$ cat src/rtl/cdb_arbiter_pkg.sv
// Shared CDB definitions used by the arbiter, register status table, reservation
// stations and register file.
//   CdbNumReq / CdbTagW / CdbDataW / CdbAddrW : default widths of the bus.
//   cdb_beat_t : field ordering of one CDB beat, MSB first.
package cdb_arbiter_pkg;

  localparam int unsigned CdbNumReq = 4;
  localparam int unsigned CdbTagW   = 6;
  localparam int unsigned CdbDataW  = 32;
  localparam int unsigned CdbAddrW  = 5;

  typedef struct packed {
    logic                valid;
    logic [CdbTagW-1:0]  tag;
    logic [CdbDataW-1:0] data;
    logic [CdbAddrW-1:0] rdaddr;
    logic                rdwen;
  } cdb_beat_t;

endpackage

$ cat src/rtl/cdb_arbiter_rr_arbiter.sv
// Combinational round-robin arbiter.
//   req : request vector
//   ptr : index holding highest priority this cycle
//   gnt : one-hot grant, or zero when req is zero
// Rotates req so ptr lands at bit 0, picks the lowest set bit, and rotates the
// grant back to the original bit positions.
module rr_arbiter
  import cdb_arbiter_pkg::*;
#(
  parameter int unsigned N = CdbNumReq,
  localparam int unsigned PtrW = $clog2(N)
) (
  input  logic [N-1:0]    req,
  input  logic [PtrW-1:0] ptr,
  output logic [N-1:0]    gnt
);

  logic [N-1:0] w_rot;
  logic [N-1:0] w_rot_gnt;

  // Doubling the vector makes the shift a rotate without modulo arithmetic.
  assign w_rot     = N'({req, req} >> ptr);
  assign w_rot_gnt = w_rot & (~w_rot + N'(1));
  assign gnt       = N'(({w_rot_gnt, w_rot_gnt} << ptr) >> N);

endmodule

$ cat src/rtl/cdb_arbiter.sv
// Common Data Bus arbiter: grants at most one completing unit per cycle and
// registers its result onto the CDB.
//   clk, reset      : clock, synchronous active-high reset
//   flush           : squash; blocks grants and the next CDB beat
//   req_*           : per-unit request, urgent flag and packed payload
//   req_grant       : combinational one-hot grant
//   cdb_*           : registered winning beat, valid for one cycle per grant
// Urgent requests (fixed-latency units) win by lowest index; otherwise
// round-robin from rr_ptr. Any grant moves rr_ptr just past the winner.
module cdb_arbiter
  import cdb_arbiter_pkg::*;
#(
  parameter int unsigned NUM_REQ = CdbNumReq,
  parameter int unsigned TAG_W   = CdbTagW,
  parameter int unsigned DATA_W  = CdbDataW,
  parameter int unsigned ADDR_W  = CdbAddrW
) (
  input  logic                      clk,
  input  logic                      reset,
  input  logic                      flush,
  input  logic [NUM_REQ-1:0]        req_valid,
  input  logic [NUM_REQ-1:0]        req_urgent,
  input  logic [NUM_REQ*TAG_W-1:0]  req_tag,
  input  logic [NUM_REQ*DATA_W-1:0] req_data,
  input  logic [NUM_REQ*ADDR_W-1:0] req_rdaddr,
  input  logic [NUM_REQ-1:0]        req_rdwen,
  output logic [NUM_REQ-1:0]        req_grant,
  output logic                      cdb_valid,
  output logic [TAG_W-1:0]          cdb_tag,
  output logic [DATA_W-1:0]         cdb_data,
  output logic [ADDR_W-1:0]         cdb_rdaddr,
  output logic                      cdb_rdwen
);

  localparam int unsigned PtrW = $clog2(NUM_REQ);

  logic [PtrW-1:0]    r_rr_ptr;
  logic               r_cdb_valid;
  logic [TAG_W-1:0]   r_cdb_tag;
  logic [DATA_W-1:0]  r_cdb_data;
  logic [ADDR_W-1:0]  r_cdb_rdaddr;
  logic               r_cdb_rdwen;

  logic [NUM_REQ-1:0] w_urg;
  logic [NUM_REQ-1:0] w_urg_gnt;
  logic [NUM_REQ-1:0] w_rr_gnt;
  logic [NUM_REQ-1:0] w_gnt;
  logic               w_any_gnt;
  logic [PtrW-1:0]    w_win_idx;
  logic [PtrW-1:0]    w_rr_ptr_nxt;
  logic [TAG_W-1:0]   w_tag;
  logic [DATA_W-1:0]  w_data;
  logic [ADDR_W-1:0]  w_rdaddr;
  logic               w_rdwen;

  rr_arbiter #(
    .N (NUM_REQ)
  ) u_rr_arbiter (
    .req (req_valid),
    .ptr (r_rr_ptr),
    .gnt (w_rr_gnt)
  );

  // Lowest-index urgent requester; urgent units cannot stall so they bypass RR.
  assign w_urg     = req_valid & req_urgent;
  assign w_urg_gnt = w_urg & (~w_urg + NUM_REQ'(1));

  always_comb begin
    w_gnt = '0;
    if (!reset && !flush) begin
      w_gnt = (|w_urg) ? w_urg_gnt : w_rr_gnt;
    end
  end

  assign w_any_gnt = |w_gnt;

  // Grant is one-hot, so at most one iteration matches.
  always_comb begin
    w_win_idx = '0;
    w_tag     = '0;
    w_data    = '0;
    w_rdaddr  = '0;
    w_rdwen   = 1'b0;
    for (int i = 0; i < NUM_REQ; i++) begin
      if (w_gnt[i]) begin
        w_win_idx = PtrW'(i);
        w_tag     = req_tag[i*TAG_W +: TAG_W];
        w_data    = req_data[i*DATA_W +: DATA_W];
        w_rdaddr  = req_rdaddr[i*ADDR_W +: ADDR_W];
        w_rdwen   = req_rdwen[i];
      end
    end
  end

  assign w_rr_ptr_nxt = (w_win_idx == PtrW'(NUM_REQ - 1)) ? '0 : w_win_idx + PtrW'(1);

  always_ff @(posedge clk) begin
    if (reset) begin
      r_rr_ptr     <= '0;
      r_cdb_valid  <= 1'b0;
      r_cdb_tag    <= '0;
      r_cdb_data   <= '0;
      r_cdb_rdaddr <= '0;
      r_cdb_rdwen  <= 1'b0;
    end else begin
      // Flush already forced w_gnt to zero, so the beat drops and rr_ptr holds.
      r_cdb_valid <= w_any_gnt;
      if (w_any_gnt) begin
        r_rr_ptr     <= w_rr_ptr_nxt;
        r_cdb_tag    <= w_tag;
        r_cdb_data   <= w_data;
        r_cdb_rdaddr <= w_rdaddr;
        r_cdb_rdwen  <= w_rdwen;
      end
    end
  end

  assign req_grant  = w_gnt;
  assign cdb_valid  = r_cdb_valid;
  assign cdb_tag    = r_cdb_tag;
  assign cdb_data   = r_cdb_data;
  assign cdb_rdaddr = r_cdb_rdaddr;
  assign cdb_rdwen  = r_cdb_rdwen;

endmodule

$ cat config.mk
export PLATFORM = sky130hd
export DESIGN_NAME = cdb_arbiter
export DESIGN_NICKNAME = d
export VERILOG_FILES = /design/src/rtl/cdb_arbiter_pkg.sv /design/src/rtl/cdb_arbiter_rr_arbiter.sv /design/src/rtl/cdb_arbiter.sv
export SDC_FILE = /design/constraint.sdc
export NUM_CORES = 1
export LEC_CHECK = 0
export CAP_MARGIN = 20
export CELL_PAD_IN_SITES_DETAIL_PLACEMENT = 1
export CELL_PAD_IN_SITES_GLOBAL_PLACEMENT = 2
export CORE_MARGIN = 2
export CORE_UTILIZATION = 16
export CTS_BUF_LIST = sky130_fd_sc_hd__clkbuf_4 sky130_fd_sc_hd__clkbuf_8
export DETAILED_ROUTE_END_ITERATION = 6
export PLACE_DENSITY = 0.85
export SLEW_MARGIN = 40
export SYNTH_ARGS = -nofsm -noshare
export SYNTH_HDL_FRONTEND = slang
export SYNTH_HIERARCHICAL = 1
export SYNTH_SLANG_ARGS = --single-unit
$ cat constraint.sdc
create_clock -name clk -period 2.8 [get_ports clk]
set_input_delay 0.56 -clock clk [delete_from_list [all_inputs] [get_ports clk]]
set_output_delay 0.56 -clock clk [all_outputs]
set_load 0.005 [all_outputs]
==> impl_results.html <==
<table>
<tr><th>Metric</th><th>Value</th></tr>
<tr><th colspan="2">Pwr</th></tr>
<tr><td>Max rail drop VDD</td><td>around 0.26 mV</td></tr>
<tr><td>Power Total</td><td>around 2.2 mW</td></tr>
<tr><td>Total leakage power</td><td>2.297 nW</td></tr>
<tr><td>Pwr Density</td><td>~350 nW/µm²</td></tr>
<tr><th colspan="2">Detailed routing</th></tr>
<tr><td>1st-pass router iterations</td><td>5</td></tr>
<tr><td>DR vias/cell</td><td>4.851</td></tr>
<tr><td>Post-Route M1 WL</td><td>7444 µm</td></tr>
<tr><td>Met2 Routed Length</td><td>8438 µm</td></tr>
<tr><td>Highest signal layer in the routed design</td><td>met4</td></tr>
<tr><td>Number of design rule violations left after detail routing</td><td>0</td></tr>
<tr><td>Met3 routed WL</td><td>1040 µm</td></tr>
<tr><td>Via count</td><td>4439</td></tr>
<tr><td>Antenna violation net count after detailed routing</td><td>0</td></tr>
<tr><td>Iteration-0 DRC Markers</td><td>between 200 and 250</td></tr>
<tr><td>Wire length per cell</td><td>roughly 19 µm</td></tr>
<tr><td>Wire length reported by the detailed router</td><td>17170 µm</td></tr>
<tr><th colspan="2">CTS</th></tr>
<tr><td>Number of buffers on the longest clock path</td><td>2</td></tr>
<tr><td>Number of clock sinks seen by CTS</td><td>between 40 and 50</td></tr>
<tr><td>Quantity of hold-fixing buffers added after cts</td><td>0</td></tr>
<tr><td>H-tree depth reported by CTS</td><td>2</td></tr>
<tr><td>Clock buffers created by TritonCTS</td><td>5</td></tr>
<tr><td>CTS Root Cell</td><td>sky130_fd_sc_hd__clkbuf_8</td></tr>
<tr><td>Clock transition at the registers of the reported paths</td><td>0.08 ns</td></tr>
<tr><td>TritonCTS clock tree</td><td>built</td></tr>
<tr><td>Worst-skew pair later-pin latency</td><td>0.32 ns</td></tr>
<tr><th colspan="2">Final layout</th></tr>
<tr><td>Final standard cell count with taps included and fillers excluded</td><td>915</td></tr>
<tr><td>Proportion of layout cells with a drive suffix above 1</td><td>11.95%</td></tr>
<tr><td>Area added between synthesis and finish</td><td>109.0%</td></tr>
<tr><td>Total area of multi-input combinational cells</td><td>1911 µm²</td></tr>
<tr><td>Seq. cell area</td><td>945.9 µm²</td></tr>
<tr><td>Highest-count cells in the layout ignoring fill and taps</td><td>sky130_fd_sc_hd__clkdlybuf4s50_1 (227), sky130_fd_sc_hd__nor2_1 (60), sky130_fd_sc_hd__nand2_1 (50), sky130_fd_sc_hd__buf_4 (50), sky130_fd_sc_hd__dfxtp_1 (45)</td></tr>
<tr><td>Fill cell instance count of the final layout</td><td>2130</td></tr>
<tr><td>Antenna diode instance count</td><td>0</td></tr>
<tr><td>Net count of the finished layout</td><td>872</td></tr>
<tr><td>Most frequent standard cell in the layout excluding fill and tap cells</td><td>sky130_fd_sc_hd__clkdlybuf4s50_1</td></tr>
<tr><th colspan="2">GRT</th></tr>
<tr><td>Antenna violations before repair</td><td>0</td></tr>
<tr><td>Global-route wire length before repair</td><td>26110 µm</td></tr>
<tr><td>Congestion Overflow GR</td><td>0</td></tr>
<tr><td>Via count of the first global-routing pass</td><td>roughly 4700</td></tr>
<tr><td>Largest net degree at the start of global routing</td><td>32</td></tr>
<tr><td>Overall track demand over capacity in global routing</td><td>16.82%</td></tr>
<tr><th colspan="2">Setup path</th></tr>
<tr><td>Kind of end point of the critical path</td><td>primary output</td></tr>
<tr><td>Crit Path Class</td><td>in2out</td></tr>
<tr><td>Data required, critical path</td><td>2.24 ns</td></tr>
<tr><td>Length in cells of the worst reg-to-reg path</td><td>10</td></tr>
<tr><td>Timing endpoint of the critical path</td><td>req_grant[2]</td></tr>
<tr><td>Data arrival time of the critical path</td><td>between 2 and 2.5 ns</td></tr>
<tr><td>Register-to-register setup slack</td><td>approximately 0.34 ns</td></tr>
<tr><td>Crit-path max FO</td><td>3</td></tr>
<tr><td>Reg-to-reg critical path startpoint</td><td>r_rr_ptr[0]$_SDFFE_PP0P_</td></tr>
<tr><td>Nature of the critical path startpoint</td><td>input port</td></tr>
<tr><td>Crit path launch</td><td>flush</td></tr>
<tr><td>Endpoint of the lowest-slack register-to-register path</td><td>cdb_data[8]$_SDFFE_PP0P_</td></tr>
<tr><th colspan="2">Yosys</th></tr>
<tr><td>Flop and latch count out of synthesis</td><td>47</td></tr>
<tr><td>Average cell area after synthesis</td><td>a little over 7 µm²</td></tr>
<tr><td>Count of mapped cells out of synthesis</td><td>417</td></tr>
<tr><td>Number of enable flip-flop cells after synthesis</td><td>0</td></tr>
<tr><td>Synth warn</td><td>6</td></tr>
<tr><td>Post-synth design cell area</td><td>2953 µm²</td></tr>
<tr><td>Fraction of registers with async set/reset</td><td>0%</td></tr>
<tr><td>Total nets after synthesis</td><td>around 600</td></tr>
<tr><td>Post-synthesis sequential area ratio</td><td>a little under a third</td></tr>
<tr><td>Number of distinct library cells after synthesis</td><td>44</td></tr>
<tr><td>Primary flip-flop cell chosen by synthesis mapping</td><td>sky130_fd_sc_hd__dfxtp_1</td></tr>
<tr><th colspan="2">Timing</th></tr>
<tr><td>Setup repair after global routing missed its margin</td><td>no</td></tr>
<tr><td>Clock tree skew after final layout</td><td>0.01665 ns</td></tr>
<tr><td>Final-layout setup total negative slack</td><td>0 ns</td></tr>
<tr><td>Final hold violation count</td><td>0</td></tr>
<tr><td>Period utilization</td><td>a little over nine tenths</td></tr>
<tr><td>Clock period minus final worst setup slack</td><td>2.712 ns</td></tr>
<tr><td>Total of endpoints with negative setup slack in the final report</td><td>0</td></tr>
<tr><td>WHS</td><td>approximately 0.45 ns</td></tr>
<tr><td>Worst Max-Slew Pin Slew</td><td>0.5142 ns</td></tr>
<tr><td>Achievable Freq</td><td>0.3687 GHz</td></tr>
<tr><td>Final Max Tran Viols</td><td>0</td></tr>
<tr><td>Max-Slew Margin vs Limit</td><td>65.61%</td></tr>
<tr><th colspan="2">Placement</th></tr>
<tr><td># port buffers</td><td>235</td></tr>
<tr><td>RD Place Congestion</td><td>0.8660</td></tr>
<tr><td>Placed wire-length estimate after detailed placement</td><td>13460 µm</td></tr>
<tr><td>Placed Instances</td><td>905</td></tr>
<tr><th colspan="2">Floorplan</th></tr>
<tr><td>Std-Cell Rows</td><td>49</td></tr>
<tr><td>Width of the die</td><td>139.9 µm</td></tr>
<tr><td>Total die area</td><td>19560 µm²</td></tr>
<tr><td>Core footprint</td><td>approximately 18000 µm²</td></tr>
<tr><td>Initial cell density of the core</td><td>16.38%</td></tr>
<tr><td>Ports</td><td>236</td></tr>
<tr><td>Die height</td><td>between 100 and 150 µm</td></tr>
<tr><th colspan="2">Flow run</th></tr>
<tr><td>Number of maximum-capacitance constraint violations</td><td>0</td></tr>
<tr><th colspan="2">Min path</th></tr>
<tr><td>Class of the worst hold path</td><td>reg2reg</td></tr>
<tr><th colspan="2">Status</th></tr>
<tr><td>Run status</td><td>finished clean</td></tr>
</table>
[cells by family after synthesis]
logic type	share of synthesized area (%)
AO/OA/AOI/OAI	44.75
AND/OR/NAND/NOR	18.09
flip-flops	31.86
buffers and inverters	5.296
[worst min-delay path by stage]
stage | start | to | slack, ns | depth (start not counted)
6_report | cdb_data[17]$_SDFFE_PP0P_ | cdb_data[17]$_SDFFE_PP0P_ | 0.45 | 2
5_1_grt | cdb_data[17]$_SDFFE_PP0P_ | cdb_data[17]$_SDFFE_PP0P_ | 0.47 | 2
4_1_cts | cdb_data[17]$_SDFFE_PP0P_ | cdb_data[17]$_SDFFE_PP0P_ | 0.45 | 2
3_5_place_dp | cdb_data[17]$_SDFFE_PP0P_ | cdb_data[17]$_SDFFE_PP0P_ | 0.44 | 2
3_3_place_gp | cdb_data[25]$_SDFFE_PP0P_ | cdb_data[25]$_SDFFE_PP0P_ | 0.44 | 2
2_1_floorplan | cdb_data[0]$_SDFFE_PP0P_ | cdb_data[0]$_SDFFE_PP0P_ | 0.45 | 2
[layout make-up]
class,instances,share of cell area [%]
Inverter,7,0.4258
Timing Repair Buffer,294,46.74
Multi-Input combinational cell,330,30.96
Tap cell,229,4.643
Clock inverter,2,0.5677
Sequential cell,47,15.33
Clock buffer,6,1.338
[Yosys cell counts (2+ instances only)]
| cell | instances | share of area, % |
|---|---|---|
| sky130_fd_sc_hd__a2111oi_0 | 12 | 3.6 |
| sky130_fd_sc_hd__a211oi_1 | 3 | 0.76 |
| sky130_fd_sc_hd__a211oi_2 | 2 | 0.85 |
| sky130_fd_sc_hd__a21o_1 | 2 | 0.51 |
| sky130_fd_sc_hd__a21oi_1 | 37 | 6.3 |
| sky130_fd_sc_hd__a221o_1 | 2 | 0.68 |
| sky130_fd_sc_hd__a221oi_1 | 30 | 8.9 |
| sky130_fd_sc_hd__a22o_1 | 13 | 3.9 |
| sky130_fd_sc_hd__a311oi_1 | 2 | 0.59 |
| sky130_fd_sc_hd__a31oi_1 | 5 | 1.1 |
| sky130_fd_sc_hd__and2_1 | 5 | 1.1 |
| sky130_fd_sc_hd__buf_2 | 5 | 0.85 |
| sky130_fd_sc_hd__clkbuf_1 | 28 | 3.6 |
| sky130_fd_sc_hd__dfxtp_1 | 47 | 32 |
| sky130_fd_sc_hd__inv_1 | 6 | 0.76 |
| sky130_fd_sc_hd__nand2_1 | 50 | 6.4 |
| sky130_fd_sc_hd__nand3_1 | 3 | 0.51 |
| sky130_fd_sc_hd__nor2_1 | 61 | 7.8 |
| sky130_fd_sc_hd__nor3_1 | 4 | 0.68 |
| sky130_fd_sc_hd__o211a_1 | 2 | 0.68 |
| sky130_fd_sc_hd__o211ai_1 | 3 | 0.76 |
| sky130_fd_sc_hd__o21a_1 | 2 | 0.51 |
| sky130_fd_sc_hd__o21ai_0 | 38 | 6.4 |
| sky130_fd_sc_hd__o21ai_1 | 34 | 5.8 |
| sky130_fd_sc_hd__o22ai_1 | 2 | 0.42 |
[metrics by stage]
step / setup slack [ns] / instance area [µm²] / util, %
final: 0.08755 / 6171 / 34.24
after global routing: 0.003019 / 6171 / 34.24
after floorplan: 0.4834 / 2953 / -
after global placement: -0.2447 / 6022 / 33.41
after CTS: 0.02775 / 6156 / 34.15
after detailed placement: -0.3357 / 6022 / 33.41
[metal layers]
layer / vias up / track usage (%)
met5: - / 0
met4: 0 / 3.632
met3: 17 / 3.544
met2: 171 / 29.42
met1: 2144 / 21.29
li1: 2107 / -
[flip-flops by register name, indices dropped and copies added (netlist names)]
register	count
cdb_data	32
cdb_rdaddr	5
cdb_rdwen	1
cdb_tag	6
cdb_valid	1
r_rr_ptr	2
[power by group]
group          switching [mW]  leakage, nW  internal (mW)
registers              0.0405        0.389          0.740
clock network           0.272       0.0612          0.290
logic                   0.320         1.85          0.514
total                   0.633         2.30           1.54
[critical path: stages]
cell and delay, ns:
sky130_fd_sc_hd__clkdlybuf4s50_1 0.46, sky130_fd_sc_hd__a211oi_2 0.23, sky130_fd_sc_hd__buf_4 0.17, sky130_fd_sc_hd__o211ai_1 0.11, sky130_fd_sc_hd__inv_1 0.10, sky130_fd_sc_hd__clkdlybuf4s50_1 0.51
[repair_timing]
item                       in CTS  in global routing
pin swaps                       1                  0
gates resized for setup         9                  8
buffers inserted                2                  0
hold endpoints to repair        0                  0
setup endpoints to repair       4                  2
No activity file was read; power rests on OpenSTA's default activity.
